===== config.mk =====
export PLATFORM = sky130hd
export DESIGN_NAME = sevseg_display_arbiter
export DESIGN_NICKNAME = d
export VERILOG_FILES = /design/src/rtl/sevseg_display_arbiter.sv
export SDC_FILE = /design/constraint.sdc
export NUM_CORES = 1
export LEC_CHECK = 0
export BUFFER_PORTS_ARGS = -buffer_cell sky130_fd_sc_hd__buf_2
export CORE_MARGIN = 5
export CORE_UTILIZATION = 35
export DETAILED_ROUTE_END_ITERATION = 12
export PLACE_DENSITY = 0.6
export SYNTH_ARGS = -nofsm -noshare
export SYNTH_HDL_FRONTEND = slang
export SYNTH_SLANG_ARGS = --single-unit

===== constraint.sdc =====
create_clock -name clk -period 5.9 [get_ports clk]
set_input_delay 0.295 -clock clk [delete_from_list [all_inputs] [get_ports clk]]
set_output_delay 0.295 -clock clk [all_outputs]
set_load 0.01 [all_outputs]

===== src/rtl/sevseg_display_arbiter.sv =====
// Round-robin arbiter sharing an 8-digit seven-segment bank between NREQ clients.
// A newly granted owner keeps the display for at least HOLD_CYCLES cycles.
// During that time the owner may refresh its contents, and other clients wait.
// Ports:
//   clk, rst_n       - clock, asynchronous active-low reset
//   req   [NREQ]     - per-client request level
//   value [32*NREQ]  - client k nibble value in [32k+31:32k]
//   blank [8*NREQ]   - client k blank mask in [8k+7:8k], 1 = digit off
//   gnt   [NREQ]     - one-cycle, one-hot acknowledge of an accepted request
//   owner [3]        - index of the current display owner
//   numbers [32]     - latched nibble value, nibble i drives digit i
//   digit_en [8]     - latched ~blank of the owner, 0 = digit blanked
//   busy             - display locked (HOLD with count != 0)
module sevseg_display_arbiter #(
  parameter int unsigned NREQ        = 4,
  parameter int unsigned HOLD_CYCLES = 50_000_000,
  parameter int unsigned CNT_W       = 26
) (
  input  logic                 clk,
  input  logic                 rst_n,
  input  logic [NREQ-1:0]      req,
  input  logic [32*NREQ-1:0]   value,
  input  logic [8*NREQ-1:0]    blank,
  output logic [NREQ-1:0]      gnt,
  output logic [2:0]           owner,
  output logic [31:0]          numbers,
  output logic [7:0]           digit_en,
  output logic                 busy
);

  localparam int unsigned OW   = 3;
  localparam int unsigned NMAX = 8;

  typedef enum logic [1:0] {IDLE, HOLD, FREE} state_t;

  state_t           state, state_nx;
  logic [CNT_W-1:0] cnt, cnt_nx;
  logic [OW-1:0]    last, last_nx;
  logic [OW-1:0]    owner_nx;
  logic [NREQ-1:0]  gnt_nx;
  logic [31:0]      numbers_nx;
  logic [7:0]       digit_en_nx;
  logic             busy_nx;

  // Client inputs padded to 8 entries so a 3-bit index always selects exactly.
  logic [NMAX-1:0]  req8;
  logic [31:0]      val8 [NMAX];
  logic [7:0]       den8 [NMAX];

  for (genvar k = 0; k < NMAX; k++) begin : g_pad
    if (k < NREQ) begin : g_live
      assign req8[k] = req[k];
      assign val8[k] = value[32*k +: 32];
      assign den8[k] = ~blank[8*k +: 8];
    end else begin : g_tie
      assign req8[k] = 1'b0;
      assign val8[k] = 32'h0;
      assign den8[k] = 8'h0;
    end
  end

  // Round-robin pick: first requester above last, else first requester overall.
  logic          win_hi, win_lo, win_valid;
  logic [OW-1:0] idx_hi, idx_lo, win_idx;

  always_comb begin
    win_hi = 1'b0;
    win_lo = 1'b0;
    idx_hi = '0;
    idx_lo = '0;
    for (int unsigned j = 0; j < NREQ; j++) begin
      if (req8[j] && !win_hi && (j > 32'(last))) begin
        win_hi = 1'b1;
        idx_hi = OW'(j);
      end
      if (req8[j] && !win_lo) begin
        win_lo = 1'b1;
        idx_lo = OW'(j);
      end
    end
    win_valid = win_hi | win_lo;
    win_idx   = win_hi ? idx_hi : idx_lo;
  end

  // Next-state and registered-output values.
  always_comb begin
    state_nx    = state;
    cnt_nx      = cnt;
    last_nx     = last;
    owner_nx    = owner;
    numbers_nx  = numbers;
    digit_en_nx = digit_en;
    gnt_nx      = '0;
    busy_nx     = 1'b0;

    case (state)
      HOLD: begin
        if (cnt != '0) begin
          cnt_nx = cnt - CNT_W'(1);
          // Owner refresh: contents update, lock timer keeps running.
          if (req8[owner]) begin
            numbers_nx  = val8[owner];
            digit_en_nx = den8[owner];
            gnt_nx      = NREQ'(8'd1 << owner);
          end
        end else if (win_valid) begin
          state_nx    = HOLD;
          cnt_nx      = CNT_W'(HOLD_CYCLES - 1);
          last_nx     = win_idx;
          owner_nx    = win_idx;
          numbers_nx  = val8[win_idx];
          digit_en_nx = den8[win_idx];
          gnt_nx      = NREQ'(8'd1 << win_idx);
        end else begin
          state_nx = FREE;
        end
      end
      default: begin
        if (win_valid) begin
          state_nx    = HOLD;
          cnt_nx      = CNT_W'(HOLD_CYCLES - 1);
          last_nx     = win_idx;
          owner_nx    = win_idx;
          numbers_nx  = val8[win_idx];
          digit_en_nx = den8[win_idx];
          gnt_nx      = NREQ'(8'd1 << win_idx);
        end
      end
    endcase

    busy_nx = (state_nx == HOLD) && (cnt_nx != '0);
  end

  // State and output registers.
  always_ff @(posedge clk or negedge rst_n) begin
    if (!rst_n) begin
      state    <= IDLE;
      cnt      <= '0;
      last     <= OW'(NREQ - 1);
      owner    <= '0;
      gnt      <= '0;
      numbers  <= '0;
      digit_en <= '0;
      busy     <= 1'b0;
    end else begin
      state    <= state_nx;
      cnt      <= cnt_nx;
      last     <= last_nx;
      owner    <= owner_nx;
      gnt      <= gnt_nx;
      numbers  <= numbers_nx;
      digit_en <= digit_en_nx;
      busy     <= busy_nx;
    end
  end

endmodule


==> flow_metrics.env <==
export IMPL_first_iter_violations=265
export IMPL_internal_power_uw=1270
export IMPL_vias=5409
export IMPL_post_cts_setup_buffer_count=0
export IMPL_avgRoutedWirePerCell_um=21.2
export IMPL_synth_simple_gate_area_frac=0.166
export IMPL_dieArea_mm2=0.0193
export IMPL_rsz0062_at_grt="false"
export IMPL_finalWorstSetupSlack_ns=1.41
export IMPL_die_w_um=139
export IMPL_p_switching_uw=565
export IMPL_cts_tree="done"
export IMPL_grt_pass1_vias=5781
export IMPL_clock_path_buffers=2
export IMPL_nFillCells=1562
export IMPL_mostFrequentLayoutCell="buf_2"
export IMPL_routabilityCongestion=0.902
export IMPL_synthCells=495
export IMPL_row_count=47
export IMPL_p_clk_frac=0.317
export IMPL_placed_area_mm2=0.00707
export IMPL_status="finished, final reports clean"
export IMPL_drc=0
export IMPL_synth_edf_count=0
export IMPL_finalInstanceArea_mm2=0.00738
export IMPL_synth_area_mm2=0.00582
export IMPL_num_io_pins=214
export IMPL_final_max_slew_viol_count=0
export IMPL_final_util=0.448
export IMPL_hold_viol=0
export IMPL_initial_core_util=0.353
export IMPL_io_buffers=212
export IMPL_clk_pin_slew_ns=0.06
export IMPL_slew_headroom=0.243
export IMPL_dp_slack_ns=1.51
export IMPL_dp_hpwl_um=13800
export IMPL_switching_share=0.308
export IMPL_yosysSeqAreaShare=0.332
export IMPL_antenna_found_initial=1
export IMPL_fin_cells=904
export IMPL_ys_types=65
export IMPL_p_per_area_mw_per_mm2=249
export IMPL_avgSynthCellArea_um2=11.8
export IMPL_vdd_ir_drop_max_uv=159
export IMPL_endpoint_kind="register"
export IMPL_antenna_left=0
export IMPL_ys_top_cells_by_area="dfrtp_1 (32%), mux4_2 (28%), a221o_1 (5.5%), and3_1 (3.9%), clkbuf_1 (2.4%)"
export IMPL_grt_pass1_wl_um=30500
export IMPL_hold_path_class="in -> async"
export IMPL_synth_compound_area_frac=0.154
export IMPL_ys_ff_latch=77
export IMPL_detail_route_wirelength_um=19200
export IMPL_synth_nets=663
export IMPL_cts_root_buf="clkbuf_16"
export IMPL_path_class="reg -> reg"
export IMPL_drt_pre_antenna_iters=4
export IMPL_clock_latency_ns=0.33
export IMPL_cts_buffers=9
export IMPL_worstMarginPinSlew_ns=1.13
export IMPL_final_layout_size_suffix_gt1_frac=0.487
export IMPL_design_core_area_mm2=0.0165
export IMPL_h_tree_depth=3
export IMPL_seqPwrFrac=0.383
export IMPL_placed_cells=889
export IMPL_multi_input_area_mm2=0.00371
export IMPL_synth_top_cell_by_area="dfrtp_1"
export IMPL_seq_area_mm2=0.00193
export IMPL_synth_xor_area_frac=0.00151
export IMPL_cts_sinks=77
export IMPL_cp_start_kind="register"
export IMPL_min_period_ns=4.49
export IMPL_final_setup_viol_count=0
export IMPL_critical_path_arrival_ns=4.70
export IMPL_hold_buffers=0
export IMPL_final_nets=848
export IMPL_synth_mux_area_frac=0.303
export IMPL_skew_ns=0.00909
export IMPL_leakage_uw=0.00321
export IMPL_pwr_share_comb=0.300
export IMPL_grt_max_degree=78
export IMPL_layout_common_cells="buf_2 (211), mux4_2 (73), dfrtp_1 (73), and3_1 (36), a221o_1 (32)"
export IMPL_ys_async_sr_fraction=1.00
export IMPL_synth_top_family_by_area="multiplexers"
export IMPL_synth_top_cell_area_share=0.323
export IMPL_insertedDiodeCount=0
export IMPL_critPathRequiredTime_ns=6.11
export IMPL_fin_crit_sh=0.761
export IMPL_die_h_um=139
export IMPL_viasPerCell=5.98
export IMPL_ys_dominant_reg_cell="dfrtp_1"
export IMPL_cap_violations=0
export IMPL_synth_adder_area_share=0.00430
export IMPL_area_delta_synth_final_pct=26.8
export IMPL_track_usage=0.194
export IMPL_synth_warning_count=0
export IMPL_crit_fanout=25
export IMPL_grt_ovfl_total=0
export IMPL_tns_ns=0
export IMPL_fmax_mhz=223
export IMPL_cts_resized=0
-- cells in the mapped netlist (4+ instances only) --
library cell   n
o221ai_1      10
nor3_1        13
or4_1         10
nand3_1       11
or3_1          6
dfrtp_1       75
o21ai_0       13
nor4_1        11
a221o_1       32
nand2_1       23
inv_1          9
mux4_2        73
nor2b_1        8
mux2i_1       12
o31ai_1        4
a21oi_1       22
and3_1        36
clkbuf_1      37
a211oi_1       8
nor2_1        10
-- sequential cells by signal, indices dropped and copies added, names as in the netlist --
signal,count
numbers,32
cnt,26
digit_en,8
gnt,4
last,2
owner,2
state,2
busy,1
-- cell type report --
type | instances | share of cell area
Inverter | 9 | 0.00458
Timing Repair Buffer | 219 | 0.151
Sequential cell | 77 | 0.262
Tap cell | 220 | 0.0373
Clock buffer | 10 | 0.0310
Clock inverter | 5 | 0.0105
Multi-Input combinational cell | 364 | 0.503
-- critical path: stages (launching register included) --
cell and delay (ns):
dfrtp_1 0.41, inv_1 0.12, ha_1 0.19, nor4b_1 0.40, or4b_4 0.54, o31ai_4 0.87, nor4_1 0.13, or3b_4 0.42
or4_1 0.51, or4_1 0.49, o31a_1 0.29
-- final timing paths --
| check | start | slack, ns | endpoint | cells past startpoint |
|---|---|---|---|---|
| max in group asynchronous | rst_n | 5.06 | owner[0]$_DFFE_PN0P_ | 1 |
| worst max-delay path | cnt[0]$_DFF_PN0_ | 1.41 | busy$_DFF_PN0_ | 10 |
| worst max register to register | cnt[0]$_DFF_PN0_ | 1.41 | busy$_DFF_PN0_ | 10 |
| min in group clk | req[3] | 0.27 | gnt[3]$_DFF_PN0_ | 3 |
| worst min register to register | digit_en[3]$_DFFE_PN0P_ | 0.49 | digit_en[3]$_DFFE_PN0P_ | 2 |
| worst min-delay path | rst_n | 0.12 | digit_en[4]$_DFFE_PN0P_ | 1 |
-- power groups by stage --
stage | logic (uW) | registers (uW) | clock network (uW)
3_5_place_dp | 556 | 705 | 0
6_report | 550 | 702 | 582
3_3_place_gp | 537 | 706 | 0
5_1_grt | 602 | 711 | 616
2_1_floorplan | 331 | 703 | 0
4_1_cts | 554 | 701 | 591
-- layer usage --
metal	up-vias	GRT usage	wire [um]
met5	-	0	13
li1	2437	-	-
met1	2730	0.247	7720
met3	22	0.0510	1480
met4	2	0.0536	251
met2	218	0.330	9730
-- logic make-up after synthesis --
family	Yosys count
multiplexers	85
AO/OA/AOI/OAI	116
buffers and inverters	54
XOR/XNOR	1
other	1
flip-flops	77
adder cells (fa/ha/maj)	2
AND/OR/NAND/NOR	159
-- stage by stage --
step	power, uW	hold slack [ns]
2_1_floorplan	1030	-0.000591
3_3_place_gp	1240	0.491
3_5_place_dp	1260	0.480
4_1_cts	1850	0.178
5_1_grt	1930	0.231
6_report	1830	0.121
No activity file was read; power rests on OpenSTA's default activity.
